### src/rtl/vga_pkg.sv
// Shared types and colour constants for the VGA test-pattern datapath.
// Palette and mode encoding are common to the scheduler and the pattern generator.
package vga_pkg;

   localparam int H_ACTIVE_D = 640;
   localparam int V_ACTIVE_D = 480;

   typedef enum logic [1:0] {
      BARS     = 2'd0,
      CHECKER  = 2'd1,
      GRADIENT = 2'd2,
      SOLID    = 2'd3
   } mode_t;

   localparam logic [15:0] WHITE   = 16'hFFFF;
   localparam logic [15:0] YELLOW  = 16'hFFE0;
   localparam logic [15:0] CYAN    = 16'h07FF;
   localparam logic [15:0] GREEN   = 16'h07E0;
   localparam logic [15:0] MAGENTA = 16'hF81F;
   localparam logic [15:0] RED     = 16'hF800;
   localparam logic [15:0] BLUE    = 16'h001F;
   localparam logic [15:0] BLACK   = 16'h0000;

   // Element 0 is the rightmost entry.
   localparam logic [7:0][15:0] PALETTE = {
      BLACK, BLUE, RED, MAGENTA, GREEN, CYAN, YELLOW, WHITE
   };

endpackage

### src/rtl/vga_pattern_sched_if.sv
// Pixel/control bundle between the timing generator and the pattern scheduler.
// master drives coordinates and requests; slave returns the pixel and status.
interface vga_pattern_sched_if;

   logic        frame_start;
   logic        pix_valid;
   logic [9:0]  pix_x;
   logic [9:0]  pix_y;
   logic        next_req;
   logic        auto_en;
   logic [15:0] rgb;
   logic        rgb_valid;
   logic [1:0]  mode;
   logic [15:0] frame_cnt;

   modport master (
      output frame_start, pix_valid, pix_x, pix_y,
      output next_req, auto_en,
      input  rgb, rgb_valid, mode, frame_cnt
   );

   modport slave (
      input  frame_start, pix_valid, pix_x, pix_y,
      input  next_req, auto_en,
      output rgb, rgb_valid, mode, frame_cnt
   );

endinterface

### src/rtl/vga_pattern_gen.sv
// Combinational RGB565 pattern generator.
// Colour-bar index comes from a threshold compare chain instead of a divider.
module vga_pattern_gen
   import vga_pkg::*;
#(
   parameter int H_ACTIVE = H_ACTIVE_D,
   parameter int BAR_W    = H_ACTIVE_D / 8
)(
   input  mode_t       mode,
   input  logic [9:0]  pix_x,
   input  logic [9:0]  pix_y,
   input  logic [2:0]  pal_idx,
   output logic [15:0] pattern
);

   logic [2:0] bar;
   logic       in_range;
   logic       unused_y;

   assign in_range = pix_x < 10'(H_ACTIVE);
   assign unused_y = ^{pix_y[9], pix_y[2:0]};

   always_comb begin
      bar = 3'd0;
      for (int i = 1; i < 8; i++) begin
         if (pix_x >= 10'(i * BAR_W)) bar = 3'(i);
      end
   end

   always_comb begin
      pattern = BLACK;
      unique case (mode)
         BARS:     pattern = in_range ? PALETTE[bar] : BLACK;
         CHECKER:  pattern = (pix_x[5] ^ pix_y[5]) ? WHITE : BLACK;
         GRADIENT: pattern = {pix_x[9:5], pix_y[8:3], ~pix_x[9:5]};
         SOLID:    pattern = PALETTE[pal_idx];
         default:  pattern = BLACK;
      endcase
   end

endmodule

### src/rtl/vga_pattern_sched.sv
// Pattern scheduler: switches test pattern on frame boundaries (manual or
// automatic) and registers the generated pixel with one cycle of latency.
module vga_pattern_sched
   import vga_pkg::*;
#(
   parameter int H_ACTIVE        = H_ACTIVE_D,
   parameter int V_ACTIVE        = V_ACTIVE_D,
   parameter int FRAMES_PER_MODE = 60,
   parameter int BAR_W           = H_ACTIVE_D / 8
)(
   input logic clk,
   input logic rst,
   vga_pattern_sched_if.slave bus
);

   localparam logic [15:0] LAST = 16'(FRAMES_PER_MODE - 1);

   if (BAR_W * 8 != H_ACTIVE || V_ACTIVE > 1024 ||
       FRAMES_PER_MODE < 1 || FRAMES_PER_MODE > 65535) begin : g_bad_cfg
      $error("vga_pattern_sched: illegal parameter set");
   end

   logic [1:0]  mode_q, mode_nxt;
   logic [15:0] cnt_q, cnt_nxt;
   logic        pend_q, pend_nxt;
   logic [2:0]  idx_q, idx_nxt;
   logic [15:0] rgb_q;
   logic        vld_q;
   logic [15:0] pattern;
   logic        advance;

   always_comb begin
      advance  = bus.frame_start &
                 (pend_q | bus.next_req | (bus.auto_en & (cnt_q == LAST)));
      mode_nxt = mode_q;
      cnt_nxt  = cnt_q;
      pend_nxt = pend_q;
      idx_nxt  = idx_q;
      if (bus.frame_start) begin
         if (advance) begin
            mode_nxt = mode_q + 2'd1;
            cnt_nxt  = 16'd0;
            pend_nxt = 1'b0;
         end else if (cnt_q != 16'hFFFF) begin
            cnt_nxt = cnt_q + 16'd1;
         end
         // Entering SOLID restarts the palette walk.
         if (advance && mode_q == 2'(GRADIENT)) idx_nxt = 3'd0;
         else if (mode_q == 2'(SOLID))         idx_nxt = idx_q + 3'd1;
      end else if (bus.next_req) begin
         pend_nxt = 1'b1;
      end
   end

   always_ff @(posedge clk or posedge rst) begin
      if (rst) begin
         mode_q <= 2'd0;
         cnt_q  <= 16'd0;
         pend_q <= 1'b0;
         idx_q  <= 3'd0;
         rgb_q  <= 16'h0000;
         vld_q  <= 1'b0;
      end else begin
         mode_q <= mode_nxt;
         cnt_q  <= cnt_nxt;
         pend_q <= pend_nxt;
         idx_q  <= idx_nxt;
         rgb_q  <= bus.pix_valid ? pattern : 16'h0000;
         vld_q  <= bus.pix_valid;
      end
   end

   vga_pattern_gen #(
      .H_ACTIVE (H_ACTIVE),
      .BAR_W    (BAR_W)
   ) u_gen (
      .mode    (mode_t'(mode_q)),
      .pix_x   (bus.pix_x),
      .pix_y   (bus.pix_y),
      .pal_idx (idx_q),
      .pattern (pattern)
   );

   assign bus.rgb       = rgb_q;
   assign bus.rgb_valid = vld_q;
   assign bus.mode      = mode_q;
   assign bus.frame_cnt = cnt_q;

endmodule

### src/flat_wrapper.sv
// flat-port wrapper written by rule: the top's interface ports become plain ports
module vga_pattern_sched_flat import vga_pkg::*;
#(
   parameter int H_ACTIVE        = H_ACTIVE_D,
   parameter int V_ACTIVE        = V_ACTIVE_D,
   parameter int FRAMES_PER_MODE = 60,
   parameter int BAR_W           = H_ACTIVE_D / 8
)
  (clk, rst, bus_frame_start, bus_pix_valid, bus_pix_x, bus_pix_y, bus_next_req, bus_auto_en, bus_rgb, bus_rgb_valid, bus_mode, bus_frame_cnt);
  vga_pattern_sched_if bus_i ();
  input logic clk;
  input logic rst;
  input wire logic [$bits(bus_i.frame_start)-1:0] bus_frame_start;
  input wire logic [$bits(bus_i.pix_valid)-1:0] bus_pix_valid;
  input wire logic [$bits(bus_i.pix_x)-1:0] bus_pix_x;
  input wire logic [$bits(bus_i.pix_y)-1:0] bus_pix_y;
  input wire logic [$bits(bus_i.next_req)-1:0] bus_next_req;
  input wire logic [$bits(bus_i.auto_en)-1:0] bus_auto_en;
  output wire logic [$bits(bus_i.rgb)-1:0] bus_rgb;
  output wire logic [$bits(bus_i.rgb_valid)-1:0] bus_rgb_valid;
  output wire logic [$bits(bus_i.mode)-1:0] bus_mode;
  output wire logic [$bits(bus_i.frame_cnt)-1:0] bus_frame_cnt;
  assign bus_i.frame_start = bus_frame_start;
  assign bus_i.pix_valid = bus_pix_valid;
  assign bus_i.pix_x = bus_pix_x;
  assign bus_i.pix_y = bus_pix_y;
  assign bus_i.next_req = bus_next_req;
  assign bus_i.auto_en = bus_auto_en;
  assign bus_rgb = bus_i.rgb;
  assign bus_rgb_valid = bus_i.rgb_valid;
  assign bus_mode = bus_i.mode;
  assign bus_frame_cnt = bus_i.frame_cnt;
  vga_pattern_sched #(.H_ACTIVE(H_ACTIVE), .V_ACTIVE(V_ACTIVE), .FRAMES_PER_MODE(FRAMES_PER_MODE), .BAR_W(BAR_W)) u_core (.clk(clk), .rst(rst), .bus(bus_i));
endmodule
### config.mk
export PLATFORM = sky130hd
export DESIGN_NAME = vga_pattern_sched_flat
export DESIGN_NICKNAME = d
export VERILOG_FILES = /design/src/rtl/vga_pkg.sv /design/src/rtl/vga_pattern_sched_if.sv /design/src/rtl/vga_pattern_gen.sv /design/src/rtl/vga_pattern_sched.sv /design/src/flat_wrapper.sv
export SDC_FILE = /design/constraint.sdc
export NUM_CORES = 1
export LEC_CHECK = 0
export CORE_ASPECT_RATIO = 0.8
export CORE_UTILIZATION = 50
export DETAILED_ROUTE_END_ITERATION = 10
export HOLD_SLACK_MARGIN = 0.02
export PLACE_DENSITY = 0.93
export SYNTH_ARGS = -nofsm -noshare
export SYNTH_HDL_FRONTEND = slang
export SYNTH_SLANG_ARGS = --single-unit
### constraint.sdc
create_clock -name clk -period 3.6 [get_ports clk]
set_clock_uncertainty 0.05 [all_clocks]
set_input_delay 0.54 -clock clk [delete_from_list [all_inputs] [get_ports clk]]
set_output_delay 0.54 -clock clk [all_outputs]
set_load 0.005 [all_outputs]
==> flow_summary.json <==
{
  "hold_buffers": 0,
  "power_density_nw_per_um2": 549.0,
  "crit_path_end_kind": "register",
  "cp.required_ns": 3.72,
  "outcome": "complete, no violations",
  "clk_latency_ns": 0.29,
  "cts_made_buffers": 5,
  "cap_violations": 0,
  "power.internal_mw": 0.9948,
  "finalSetupTns_ns": 0,
  "initial_core_util": 0.5286,
  "finalSetupViolations": 0,
  "critPathTopFamily": "compound AO/OA/AOI/OAI gates",
  "routed_wl_um": 4881,
  "synth_nets": 260,
  "cp-start-kind": "input pin",
  "fp.coreArea_um2": 3854,
  "diodes": 0,
  "hold_path.class": "reg -> reg",
  "post_cts_buffers": 0,
  "fill_cells": 312,
  "grt_overflow": 0,
  "layout_setup_ws_ns": 1.138,
  "max_stage_delay_ns": 0.53,
  "clockBufferDepth": 2,
  "placed_area_um2": 2614,
  "synth-seq-area-share": 0.4791,
  "wl_per_cell_um": 14.48,
  "holdPathStages": 2,
  "vias_per_cell": 5.798,
  "criticalPathCategory": "in -> reg",
  "leakage_nw": 1.129,
  "firstDrtPassIters": 5,
  "vdd_ir_drop_max_uv": 300.5,
  "numPortBuffers": 52,
  "min_delay_worst_endpoint": "u_core.pend_q",
  "ys.flop_type": "dfrtp_1",
  "worst_r2r_path_depth": 5,
  "total_power_mw": 1.480,
  "fin_area_um2": 2695,
  "min_from": "u_core.pend_q",
  "synthCells": 228,
  "p_seq_frac": 0.408,
  "hold_violations": 0,
  "clkTransAtPathRegs_ns": 0.07,
  "ys_warn_count": 0,
  "h-tree-depth": 2,
  "cp_cell_sequence": "clkdlybuf4s50_1 > or2_2 > a21oi_1 > nand2_1 > o41ai_1",
  "die_w_um": 73.36,
  "drive_above_1_share": 0.05319,
  "r2r_end": "u_core.bus.mode[1]",
  "synth_edf_count": 0,
  "first_global_vias": 1782,
  "final_common_cell": "clkdlybuf4s50_1",
  "synthDistinctLibCells": 39,
  "synth-seq-cells": 39,
  "min_period_over_period": 0.6840,
  "critPathMaxFanout": 9,
  "io_pins": 61,
  "gp_congestion": 0.8829,
  "cts_resized": 0,
  "r2r_setup_slack_ns": 1.15,
  "drt_iter0_markers": 203,
  "fin_crit_ns": 2.462,
  "critPathBufInv": 1,
  "combPwrFrac": 0.403,
  "swShare": 0.3277,
  "async_reset_ff_frac": 1.000,
  "slew_headroom": 0.5626,
  "cp_slowest_cell": "a21oi_1",
  "vias": 1954,
  "max_freq_mhz": 406.1,
  "drc": 0,
  "grt_pass1_wl_um": 8155,
  "finalNetCount": 313,
  "mappedNetlistArea_um2": 2037,
  "post-place-ws_ns": 0.8315,
  "final_cell_mix": "clkdlybuf4s50_1 (52), dfrtp_1 (39), a21oi_1 (30)",
  "area_delta_synth_final_pct": 32.31,
  "grtUsageTotal": 0.2477,
  "tightest_slew_ns": 0.6561,
  "num_rows": 20,
  "clkPwrFrac": 0.189,
  "synth.avg_cell_area_um2": 8.934,
  "hpwl_um": 3469,
  "rsz0062_at_grt": "no",
  "power_switching_mw": 0.4848,
  "grt_max_degree": 40,
  "maxSlewViolCount": 0,
  "clkSinkCount": 39,
  "antenna_found_initial": 0,
  "crit_arrival_ns": 2.58,
  "ctsRootBufferMaster": "clkbuf_8",
  "die_area_um2": 4335,
  "dieHeight_um": 59.09,
  "r2r-start": "u_core.bus.frame_cnt[2]",
  "cts_tree": "done",
  "ant_nets": 0
}
[logic make-up after synthesis]
family                   Yosys count  synth area share
adder cells (fa/ha/maj)            7           0.04177
multiplexers                       1          0.005528
flip-flops                        39            0.4791
AND/OR/NAND/NOR                   82            0.1947
XOR/XNOR                           4           0.01720
AO/OA/AOI/OAI                     69            0.2131
buffers and inverters             26           0.04852
[layer usage]
metal  GRT usage  vias up  share of wire
met5           0        -              0
met4      0.1044        0          0.025
met3     0.05782       19          0.068
met2      0.3783       87           0.47
met1      0.3418      915           0.44
li1            -      933              -
[power groups by stage]
stage / Sequential (mW) / Clock, mW / Combinational (mW)
finish: 0.604 / 0.279 / 0.596
global route: 0.615 / 0.305 / 0.665
CTS: 0.605 / 0.285 / 0.598
detailed placement: 0.612 / 0 / 0.596
global placement: 0.607 / 0 / 0.573
floorplan: 0.619 / 0 / 0.291
[worst max-delay path by stage]
stage	startpoint	to	cells past startpoint
2_1_floorplan	bus_frame_start	u_core.bus.frame_cnt[13]	6
3_3_place_gp	bus_next_req	u_core.bus.frame_cnt[10]	5
3_5_place_dp	bus_next_req	u_core.bus.frame_cnt[10]	5
4_1_cts	bus_next_req	u_core.bus.frame_cnt[10]	5
5_1_grt	bus_next_req	u_core.bus.frame_cnt[10]	5
6_report	bus_next_req	u_core.bus.frame_cnt[10]	5
[stage by stage]
step	std cells	hold WS, ns	utilization
global placement	329	0.4414	0.6782
global route	337	0.5446	0.6994
finish	337	0.5085	0.6994
CTS	337	0.5084	0.6994
detailed placement	329	0.4928	0.6782
floorplan	228	0.4170	-
[synth_stat cells, drive strengths merged (4+ instances only)]
master  instances  area [um^2]
o21ai           6        30.03
nor2           22        85.09
nor3            5        25.02
clkbuf          8        30.03
ha              6        75.07
inv            17        63.81
o22ai           6        37.54
o311ai          4        35.03
a21oi          30        150.1
nand3           9        50.05
nand2          26        97.59
or3             6        42.54
dfrtp          39        975.9
o31ai           6        45.04
[sequential cells by signal, indices dropped and copies added (netlist names)]
signal                count
u_core.bus.frame_cnt     16
u_core.bus.mode           2
u_core.bus.rgb           16
u_core.bus.rgb_valid      1
u_core.idx_q              3
u_core.pend_q             1
[worst register-to-register path: stages, from the launching register on]
cell and delay, ns:
dfrtp_1 0.46, or4_1 0.53, nor3_1 0.27, a21oi_1 0.26, nor2_1 0.38, mux2_2 0.38
[cell type report]
| type | instances | area, um^2 | share of cell area |
|---|---|---|---|
| flip-flops and latches | 39 | 975.9 | 0.3621 |
| multi-input cells | 163 | 962.2 | 0.3570 |
| repair buffers | 55 | 543.0 | 0.2015 |
| clock buffers | 7 | 76.32 | 0.02832 |
| well taps | 55 | 68.82 | 0.02553 |
| inverters | 17 | 63.81 | 0.02368 |
| clock inverters | 1 | 5.005 | 0.001857 |
Note: power is estimated with default switching activity, not from simulation.
